`config.mk`:
```
export PLATFORM = sky130hd
export DESIGN_NAME = systolic_deskew_q
export DESIGN_NICKNAME = d
export VERILOG_FILES = /design/src/rtl/systolic_deskew_q.sv
export SDC_FILE = /design/constraint.sdc
export NUM_CORES = 1
export LEC_CHECK = 0
export ABC_AREA = 1
export BUFFER_PORTS_ARGS = -buffer_cell sky130_fd_sc_hd__buf_2
export CORE_MARGIN = 3
export CORE_UTILIZATION = 35
export DETAILED_ROUTE_END_ITERATION = 6
export PLACE_DENSITY = 0.59
export SYNTH_ARGS = -nofsm -noshare
export SYNTH_HDL_FRONTEND = slang
export SYNTH_SLANG_ARGS = --single-unit
```
`constraint.sdc`:
```
create_clock -name clk -period 12.05 [get_ports clk]
set_input_delay 3.0125 -clock clk [delete_from_list [all_inputs] [get_ports clk]]
set_output_delay 3.0125 -clock clk [all_outputs]
set_load 0.005 [all_outputs]
```
`src/rtl/systolic_deskew_q.sv`:
```
// Output deskew for the systolic array: column j is delayed NUM_COLS-j cycles so that
// all columns line up into one row, and complete rows are queued in a FWFT FIFO.
module systolic_deskew_q #(
   parameter int DATA_WIDTH = 32,
   parameter int NUM_COLS   = 4,
   parameter int OUT_DEPTH  = 8
) (
   input  logic                           clk,
   input  logic                           rst,
   input  logic [NUM_COLS-1:0]            col_en_in,
   input  logic [NUM_COLS*DATA_WIDTH-1:0] col_data_in,
   output logic                           row_valid_out,
   input  logic                           row_ready_in,
   output logic [NUM_COLS*DATA_WIDTH-1:0] row_data_out,
   output logic [$clog2(OUT_DEPTH):0]     fifo_count,
   output logic                           overflow,
   output logic                           align_err
);

   localparam int PW = $clog2(OUT_DEPTH);
   localparam int RW = NUM_COLS * DATA_WIDTH;
   localparam logic [PW:0] C_FULL = (PW+1)'(OUT_DEPTH);

   logic [NUM_COLS-1:0] w_al_en;
   logic [RW-1:0]       w_al_data;

   for (genvar j = 0; j < NUM_COLS; j++) begin : g_col
      localparam int DEPTH = NUM_COLS - j;
      logic [DEPTH-1:0]      r_en;
      logic [DATA_WIDTH-1:0] r_data [DEPTH];

      // NOTE: sequential state uses non-blocking assignments so every stage
      // samples its predecessor's pre-edge value, independent of statement order.
      always_ff @(posedge clk) begin
         if (rst) begin
            r_en <= '0;
            for (int k = 0; k < DEPTH; k++) r_data[k] <= '0;
         end else begin
            r_en[0]   <= col_en_in[j];
            r_data[0] <= col_data_in[j*DATA_WIDTH +: DATA_WIDTH];
            for (int k = 1; k < DEPTH; k++) begin
               r_en[k]   <= r_en[k-1];
               r_data[k] <= r_data[k-1];
            end
         end
      end

      assign w_al_en[j]                           = r_en[DEPTH-1];
      assign w_al_data[j*DATA_WIDTH +: DATA_WIDTH] = r_data[DEPTH-1];
   end

   logic [RW-1:0] r_mem [OUT_DEPTH];
   logic [PW-1:0] r_wr_ptr;
   logic [PW-1:0] r_rd_ptr;
   logic [PW:0]   r_count;
   logic          r_overflow;
   logic          r_align_err;

   logic w_empty, w_full, w_row, w_mixed, w_pop, w_push, w_drop;

   assign w_empty = (r_count == '0);
   assign w_full  = (r_count == C_FULL);
   assign w_row   = &w_al_en;
   assign w_mixed = |w_al_en && !w_row;
   assign w_pop   = !w_empty && row_ready_in;
   // A full FIFO still accepts a row when the head leaves on the same edge.
   assign w_push  = w_row && (!w_full || w_pop);
   assign w_drop  = w_row && w_full && !w_pop;

   // NOTE: the row storage has no reset; only pointers and count define which
   // entries are live, so clearing the array would add logic for no behaviour.
   always_ff @(posedge clk) begin
      if (w_push) r_mem[r_wr_ptr] <= w_al_data;
   end

   always_ff @(posedge clk) begin
      if (rst) begin
         r_wr_ptr    <= '0;
         r_rd_ptr    <= '0;
         r_count     <= '0;
         r_overflow  <= 1'b0;
         r_align_err <= 1'b0;
      end else begin
         if (w_push) r_wr_ptr <= r_wr_ptr + 1'b1;
         if (w_pop)  r_rd_ptr <= r_rd_ptr + 1'b1;
         if (w_push && !w_pop)      r_count <= r_count + 1'b1;
         else if (w_pop && !w_push) r_count <= r_count - 1'b1;
         if (w_drop)  r_overflow  <= 1'b1;
         if (w_mixed) r_align_err <= 1'b1;
      end
   end

   assign row_valid_out = !w_empty;
   assign row_data_out  = w_empty ? '0 : r_mem[r_rd_ptr];
   assign fifo_count    = r_count;
   assign overflow      = r_overflow;
   assign align_err     = r_align_err;

endmodule
```
# [Yosys cells after proc, flatten, opt, wreduce, memory -nomap -nowiden]
# Memory sizes are Yosys's and may differ from the RTL's. A register that Yosys moved wholly into a read port is not among the register bits.
# Index checks and enable logic that the tools add are counted.
[word_totals] ff_bits=22 latchBits=0 mem_bits_rw=1344 romBits=0 input_bits=135 output_inout_bits=135 wordCells=67 mem_count=5
[memory_table] memory="r_mem" words=8 width=128 rd=1 rd_ports_with_merged_regs=1 wr=1 line="52" source="logic [RW-1:0] r_mem [OUT_DEPTH];"
[memory_table] memory="g_col[0].r_data" words=4 width=32 rd=4 rd_ports_with_merged_regs=0 wr=4 line="30" source="logic [DATA_WIDTH-1:0] r_data [DEPTH];"
[memory_table] memory="g_col[1].r_data" words=3 width=32 rd=3 rd_ports_with_merged_regs=0 wr=3 line="30"
[memory_table] memory="g_col[2].r_data" words=2 width=32 rd=2 rd_ports_with_merged_regs=0 wr=2 line="30"
[memory_table] memory="g_col[3].r_data" words=1 width=32 rd=1 rd_ports_with_merged_regs=0 wr=1 line="30"
[op_classes] addsub=4 multipliers=0 n_div=0 magnitude_cmp=0 eq_ne=1 n_shift=0 muxes=21 bitwise=9 reduce_logical=18
[op_table] cell="2-to-1 mux 32 bit" count=10
[op_table] cell="2-to-1 mux 128 bit" count=1
[op_table] cell="OR reduction 32 bit" count=1
[op_table] cell="OR 1 bit" count=9
[op_table] cell="2-to-1 mux 4 bit" count=2
[op_table] cell="logical AND 1 bit" count=7
[op_table] cell="adder 3 x 1 -> 3 bit (second input constant)" count=2
[op_table] cell="2-to-1 mux 1 bit" count=6
[op_table] cell="2-to-1 mux 3 bit" count=2
[op_table] cell="zero test 1 bit" count=5
[op_table] cell="adder 4 x 1 -> 4 bit (second input constant)" count=1
[op_table] cell="equality test 4 bit (second input constant)" count=1
[op_table] cell="zero test 4 bit" count=1
[op_table] cell="AND reduction 4 bit" count=1
[op_table] cell="OR reduction 4 bit" count=1
[op_table] cell="subtractor 4 x 1 -> 4 bit (second input constant)" count=1
[op_table] cell="nonzero test 2 bit" count=1
[op_table] cell="logical OR 1 bit" count=1

# [Depth between registers and ports, before layout]
# Gate-level depths: netlist of the first run.
[depth] depth_word=9 ltp_mapped=14 ltp_nobuf=14

# [Worst setup path before layout of the first run]
# OpenSTA, ideal clock, no wires.
[synth_timing] kind="input port to flip-flop" start="input row_ready_in" end="memory r_mem[0][0] in the netlist's numbering, enable pin" setup_time_ns=0.617 arrival_time_ns=8.911 required_time_ns=11.433 slack_ns=2.523 cell_stages=5 path_buffers=0 cell_sequence="nor2_1 -> nand3_1 -> nand2_1 -> or2_2 -> nor2_1"
[synth_via] elab_chain_cells=5
[synth_lines] item="start: declaration" line="13" source="input logic row_ready_in,"
[synth_lines] item="logical AND 1 bit" line="65" source="assign w_pop = !w_empty && row_ready_in;"
[synth_lines] item="logical OR 1 bit" line="67" source="assign w_push = w_row && (!w_full || w_pop);"
[synth_lines] item="logical AND 1 bit" line="67"
[synth_lines] item="2-to-1 mux 1 bit" line="73" source="if (w_push) r_mem[r_wr_ptr] <= w_al_data;"
[synth_lines] item="2-to-1 mux 1 bit (not written as such)" line="73"
[synth_lines] item="end: declaration" line="52"
# No other way between the ends.

==> results of run 1 <==
## cell usage in the layout (no fill, tap or decap), drive strengths merged
master       n
a21oi        7
buf        314
bufinv       4
clkbuf     223
clkinv      42
clkinvlp     9
dfxtp      345
diode        3
edfxtp    1024
fa           1
ha           5
inv        859
nand2     1818
nand3      393
nand3b       1
nor2       613
o21ai        2
or2          2
xor2         3
## cell families after synthesis
family                   synth area share [%]
AND/OR/NAND/NOR                          20.8
AO/OA/AOI/OAI                          0.0842
buffers and inverters                    8.52
adder cells (fa/ha/maj)                 0.154
XOR/XNOR                               0.0491
flip-flops                               70.4
## power by group through the flow
stage                     Sequential [mW]  Clock (mW)  Combinational [mW]
final                                5.19        4.50                2.79
after global routing                 5.20        4.82                3.14
after CTS                            5.19        4.63                2.84
after detailed placement             5.29           0                2.83
after global placement               5.29           0                2.82
after floorplan                      5.22           0                1.79
## registers in the layout, summed over array words and instances (netlist names), named ones only
signal and flops:
r_rd_ptr 3, fifo_count 4, align_err 1, overflow 1
g_col.r_data 320, r_wr_ptr 3, g_col.r_en 10, r_mem 1024
## how the worst min path moves through the flow
stage,start,end,slack (ps),depth (start not counted)
3_3_place_gp,g_col[2].r_data[0][1],g_col[2].r_data[0][33],390,2
2_1_floorplan,g_col[0].r_data[0][0],g_col[0].r_data[1][0],390,2
6_report,g_col[0].r_data[2][29],g_col[0].r_data[3][29],380,2
5_1_grt,g_col[0].r_data[2][14],g_col[0].r_data[3][14],390,2
4_1_cts,g_col[0].r_data[2][14],g_col[0].r_data[3][14],380,2
3_5_place_dp,g_col[1].r_en[0],g_col[1].r_en[1],390,2
## layout make-up
cell class                      instances  area, um2  share of cell area (%)
Timing Repair Buffer                  314       1720                    2.80
Multi-Input combinational cell       2845      11300                    18.5
Sequential cell                      1369      37700                    61.3
Inverter                              857       3240                    5.27
Tap cell                             2016       2520                    4.11
Clock buffer                          223       4450                    7.25
Clock inverter                         57        494                   0.804
Antenna cell                            3       7.51                  0.0122
## layer usage
metal,vias up,GRT usage [%]
li1,16900,-
met1,16200,21.9
met2,815,25.6
met3,194,3.12
met4,0,4.96
met5,-,0
## critical path, stage by stage, from the launching register on
cell and delay, ps:
dfxtp_4 850, buf_4 730, buf_4 810, buf_4 800, nand2_1 100, nand2_1 100, nand2_1 50, nand2_1 110
nor2_1 40, nor2_1 360, buf_2 200
## metrics by stage
stage          cells  hold slack, ps  worst slack [ps]  util, %  power (mW)
4_1_cts         7681             381              3880     40.7        12.7
5_1_grt         7681             394              3560     40.7        13.2
2_1_floorplan   5321             388              2520        -        7.02
6_report        7684             380              3960     40.7        12.5
3_5_place_dp    7401             392              4750     37.4        8.12
3_3_place_gp    7401             390              4750     37.4        8.11
==> results.cfg, run 1 <==
[synth]
syn_nets = 5462
ys.warnings.count = 0
synth_cell_types = 23
synth_cells = 5321
async_flop_share_pct = 0
ys_ff_latch = 1369
synth_edf_count = 1024
synth.area.top_cells = edfxtp_1 57%, dfxtp_1 13%, nand2_1 13%, inv_1 6.0%, nor2_1 4.3%
avgSynthCellArea_um2 = 10.1
ys.flop_type = edfxtp_1
synth_area_um2 = 53500
synth_common_cells = 1818 x nand2_1, 1024 x edfxtp_1, 855 x inv_1, 613 x nor2_1, 392 x nand3_1
yosys.area.top_type_share_pct = 57.5
yosysMostFrequentCell = nand2_1
synth_largest_area_cell = edfxtp_1
ys_seq_area_share_pct = 70.4

[layout]
drive_gt1_share_pct = 9.85
final_nets = 5679
final_cell_area_um2 = 61400
syn_to_final_growth_pct = 14.9
fillers = 14400

[timing]
rsz0062_at_grt = no
fin_skew_ps = 27.0
hold_viol_final = 0
finalCritPeriodShare_pct = 67.1
max_freq_mhz = 124
finalSetupTns_ps = 0
setup_viol = 0
layout_min_cycle_time_ps = 8090
tightest_slew_ps = 1190
slew_viol_final = 0
relSlewSlack_pct = 20.5

[clocking]
cts_buffer_depth = 3
cts_buffers = 151
clock_latency_ps = 780
postCtsSetupRepairBufs = 0
holdBufCountCts = 0
clk_pin_slew_ps = 60
ctsResizeCount = 0
cts_max_level = 4
cts_tree = yes
clockRootBuffer = clkbuf_16
cts_sinks = 1369

[power]
peakVddDrop_mv = 0.149
switching_share_pct = 31.3
p_comb_share_pct = 22.3
seq_power_share_pct = 41.6
clkPwrFrac_pct = 36.1
p_int_mw = 8.57
power.leakage_nw = 26.9
power_switching_mw = 3.90
p_per_area_nw_per_um2 = 203

[critical_path]
worstSetupStartpointType = flop
regToRegSetupSlack_ps = 8240
reg2regPathDepth = 7
rr_startpoint = fifo_count[0]
criticalPathCategory = reg -> out
timing.rr.end = r_mem[4][93]
crit_path_end = row_data_out[116]
crit_arrival_ps = 5070
worstPathMaxFanout = 80
cp-end-kind = output port
cp.required_ps = 9040

[placed_design]
place_area_um2 = 56500
portBuffers = 269
gp_congestion = 0.730
dp_hpwl_mm = 67.1

[min_path]
hp-class = reg -> reg

[routing]
drtPass1Iterations = 5
highest_layer = met4
wl_met3_mm = 7.03
via_per_inst = 4.44
antenna_left = 0
drtIter0Drc = 2466
via_count = 34100
wl_per_cell_um = 16.4
drc = 0
routed_wl_mm = 126
dr_wl_met2_mm = 58.2
wl_met1_mm = 58.0

[floorplan]
die_area_um2 = 158000
die-width_um = 397
core.rowCount = 142
core-area_um2 = 151000
boundaryPins = 270
initial_core_util_pct = 35.5
die_h_um = 397

[global_routing]
grt.overflow.total = 0
antenna_found_initial = 3
grt_pass1_wl_mm = 193
grt_usage_pct = 16.0
grt_pass1_vias = 32600
grt_max_degree = 236

[run]
cap_violations = 0

[status]
status = finished, final reports clean
Note: power is estimated with default switching activity, not from simulation.
==> run 2, diff against run 1 <==
==> constraint.sdc (replaced) <==
create_clock -name clk -period 8.39 [get_ports clk]
set_input_delay 2.0975 -clock clk [delete_from_list [all_inputs] [get_ports clk]]
set_output_delay 2.0975 -clock clk [all_outputs]
set_load 0.005 [all_outputs]
==> run 2 against run 1 <==
Die area stayed put. Clock power is 40% higher. Critical path depth decreased by 3. Non-clock buffer count decreased by 8. Combinational power is 44% higher. Critical path type unchanged. First-iteration DRC count decreased by 16%. Register-to-register slack got worse by 3400 ps. Global-route usage shrank 0.19 points. Count of clock-buffer cells in the layout down 6.
==> results.cfg, run 2 (synthesis gave the netlist of run 1 again) <==
[global_routing]
grt_max_degree = 178
grt_pass1_wl_mm = 191
grt_pass1_vias = 32500
grt.overflow.total = 0
grt_usage_pct = 15.8
antenna_found_initial = 7

[timing]
relSlewSlack_pct = 15.5
fin_skew_ps = 30.5
finalCritPeriodShare_pct = 73.2
max_freq_mhz = 163
setup_viol = 0
layout_min_cycle_time_ps = 6140
hold_ws_ps = 387
hold_viol_final = 0
tightest_slew_ps = 1260
slew_viol_final = 0
rsz0062_at_grt = no

[layout]
fin_util_pct = 40.6
final_cells = 7672
final_cell_mix = 1818 x nand2_1, 1024 x edfxtp_1, 855 x inv_1, 605 x nor2_1, 392 x nand3_1
final_common_cell = nand2_1
syn_to_final_growth_pct = 14.6
drive_gt1_share_pct = 9.36
final_nets = 5669
largest_reg_flops = 1024
final_cell_area_um2 = 61300
reg_top3 = r_mem: 1024 flops, g_col.r_data: 320 flops, g_col.r_en: 10 flops
regMostFlops = r_mem

[clocking]
cts_sinks = 1369
cts_buffers = 149
ctsResizeCount = 0
clock_latency_ps = 770
holdBufCountCts = 0
cts_buffer_depth = 3
cts_max_level = 4
postCtsSetupRepairBufs = 0
cts_tree = yes
clockRootBuffer = clkbuf_16
clk_pin_slew_ps = 60

[critical_path]
worstPathMaxFanout = 133
max_stage_delay_ps = 850
cp-end-kind = output port
worst_path_max_delay_cell = inv_8
path_buf_inv = 3
cp.required_ps = 6290
worstSetupStartpointType = flop
cp_cell_sequence = inv_8 > buf_4 > nand3_1 > nand3_1 > nand2_1 > nor2_1 > buf_2
crit_arrival_ps = 4040
criticalPathCategory = reg -> out
regToRegSetupSlack_ps = 4810
crit_top_cell = nand3_1
crit_family = buffers and inverters

[floorplan]
die_area_um2 = 158000
core.rowCount = 142
die-width_um = 397
boundaryPins = 270
initial_core_util_pct = 35.5
core-area_um2 = 151000
die_h_um = 397

[power]
power_switching_mw = 5.61
power.leakage_nw = 26.8
p_comb_share_pct = 22.7
seq_power_share_pct = 41.9
clkPwrFrac_pct = 35.4
p_int_mw = 12.2
p_per_area_nw_per_um2 = 291
switching_share_pct = 31.5
peakVddDrop_mv = 0.253

[min_path]
hp-class = reg -> reg

[run]
cap_violations = 0

[placed_design]
placed_cells = 7393
place_area_um2 = 56500
portBuffers = 269
dp_hpwl_mm = 67.8
gp_congestion = 0.741

[routing]
via_per_inst = 4.43
drc = 0
drtPass1Iterations = 6
via_count = 34000
antenna_left = 0
routed_wl_mm = 126
wl_per_cell_um = 16.4
drtIter0Drc = 2064

[status]
status = finished, final reports clean
==> run 2: cell count changes in the layout (fill, tap and decap cells not counted), moves of 6 or more <==
cell	delta
buf_12	+7
buf_4	-15
clkinvlp_4	-6
clkbuf_1	+11
clkbuf_8	-11
==> run 2: cell type report <==
type                       instances  area [um2]
antenna                            4        10.0
clock buffer                     217        4210
clock inverter                    58         532
fill                           14500       89600
inverter                         857        3240
multi-input combinational       2845       11300
sequential                      1369       37700
tap                             2016        2520
timing repair buffer             306        1750
==> run 2: path summary, 6_finish.rpt <==
path | startpoint | endpoint | cells after the start
max reg2reg | g_col[0].r_en[3] | r_mem[0][96] | 6
min reg2reg | g_col[1].r_data[0][28] | g_col[1].r_data[0][60] | 2
min | g_col[1].r_data[0][28] | g_col[1].r_data[0][60] | 2
max | flop | row_data_out[21] | 7
==> run 2: metrics by stage <==
step	worst slack, ps	total power [mW]	setup TNS (ps)
detailed placement	3020	11.7	0
global route	1920	18.8	0
floorplan	-222	10.1	-125920
global placement	2990	11.7	0
CTS	2160	18.1	0
finish	2250	17.8	0
==> run 2: power groups by stage <==
stage | sequential (mW) | clock, mW | combinational (mW)
floorplan | 7.50 | 0 | 2.57
global placement | 7.60 | 0 | 4.10
detailed placement | 7.61 | 0 | 4.12
CTS | 7.47 | 6.49 | 4.14
global route | 7.48 | 6.77 | 4.56
finish | 7.46 | 6.30 | 4.03
==> run 2: routing by layer <==
metal | wire [um] | global-route usage, % | up-vias
li1 | - | - | 16900
met1 | 57400 | 21.2 | 16100
met5 | 29 | 0 | -
met2 | 58200 | 25.5 | 757
met4 | 3330 | 5.19 | 6
met3 | 6870 | 3.25 | 197
==> run 2: worst register-to-register path, cell delays in order, from the launching register on <==
cell     delay (ps)
dfxtp_1         330
nand2_1          60
nor2_1          490
nand2_1         180
or2_2           410
nor2_4          970
buf_12          610
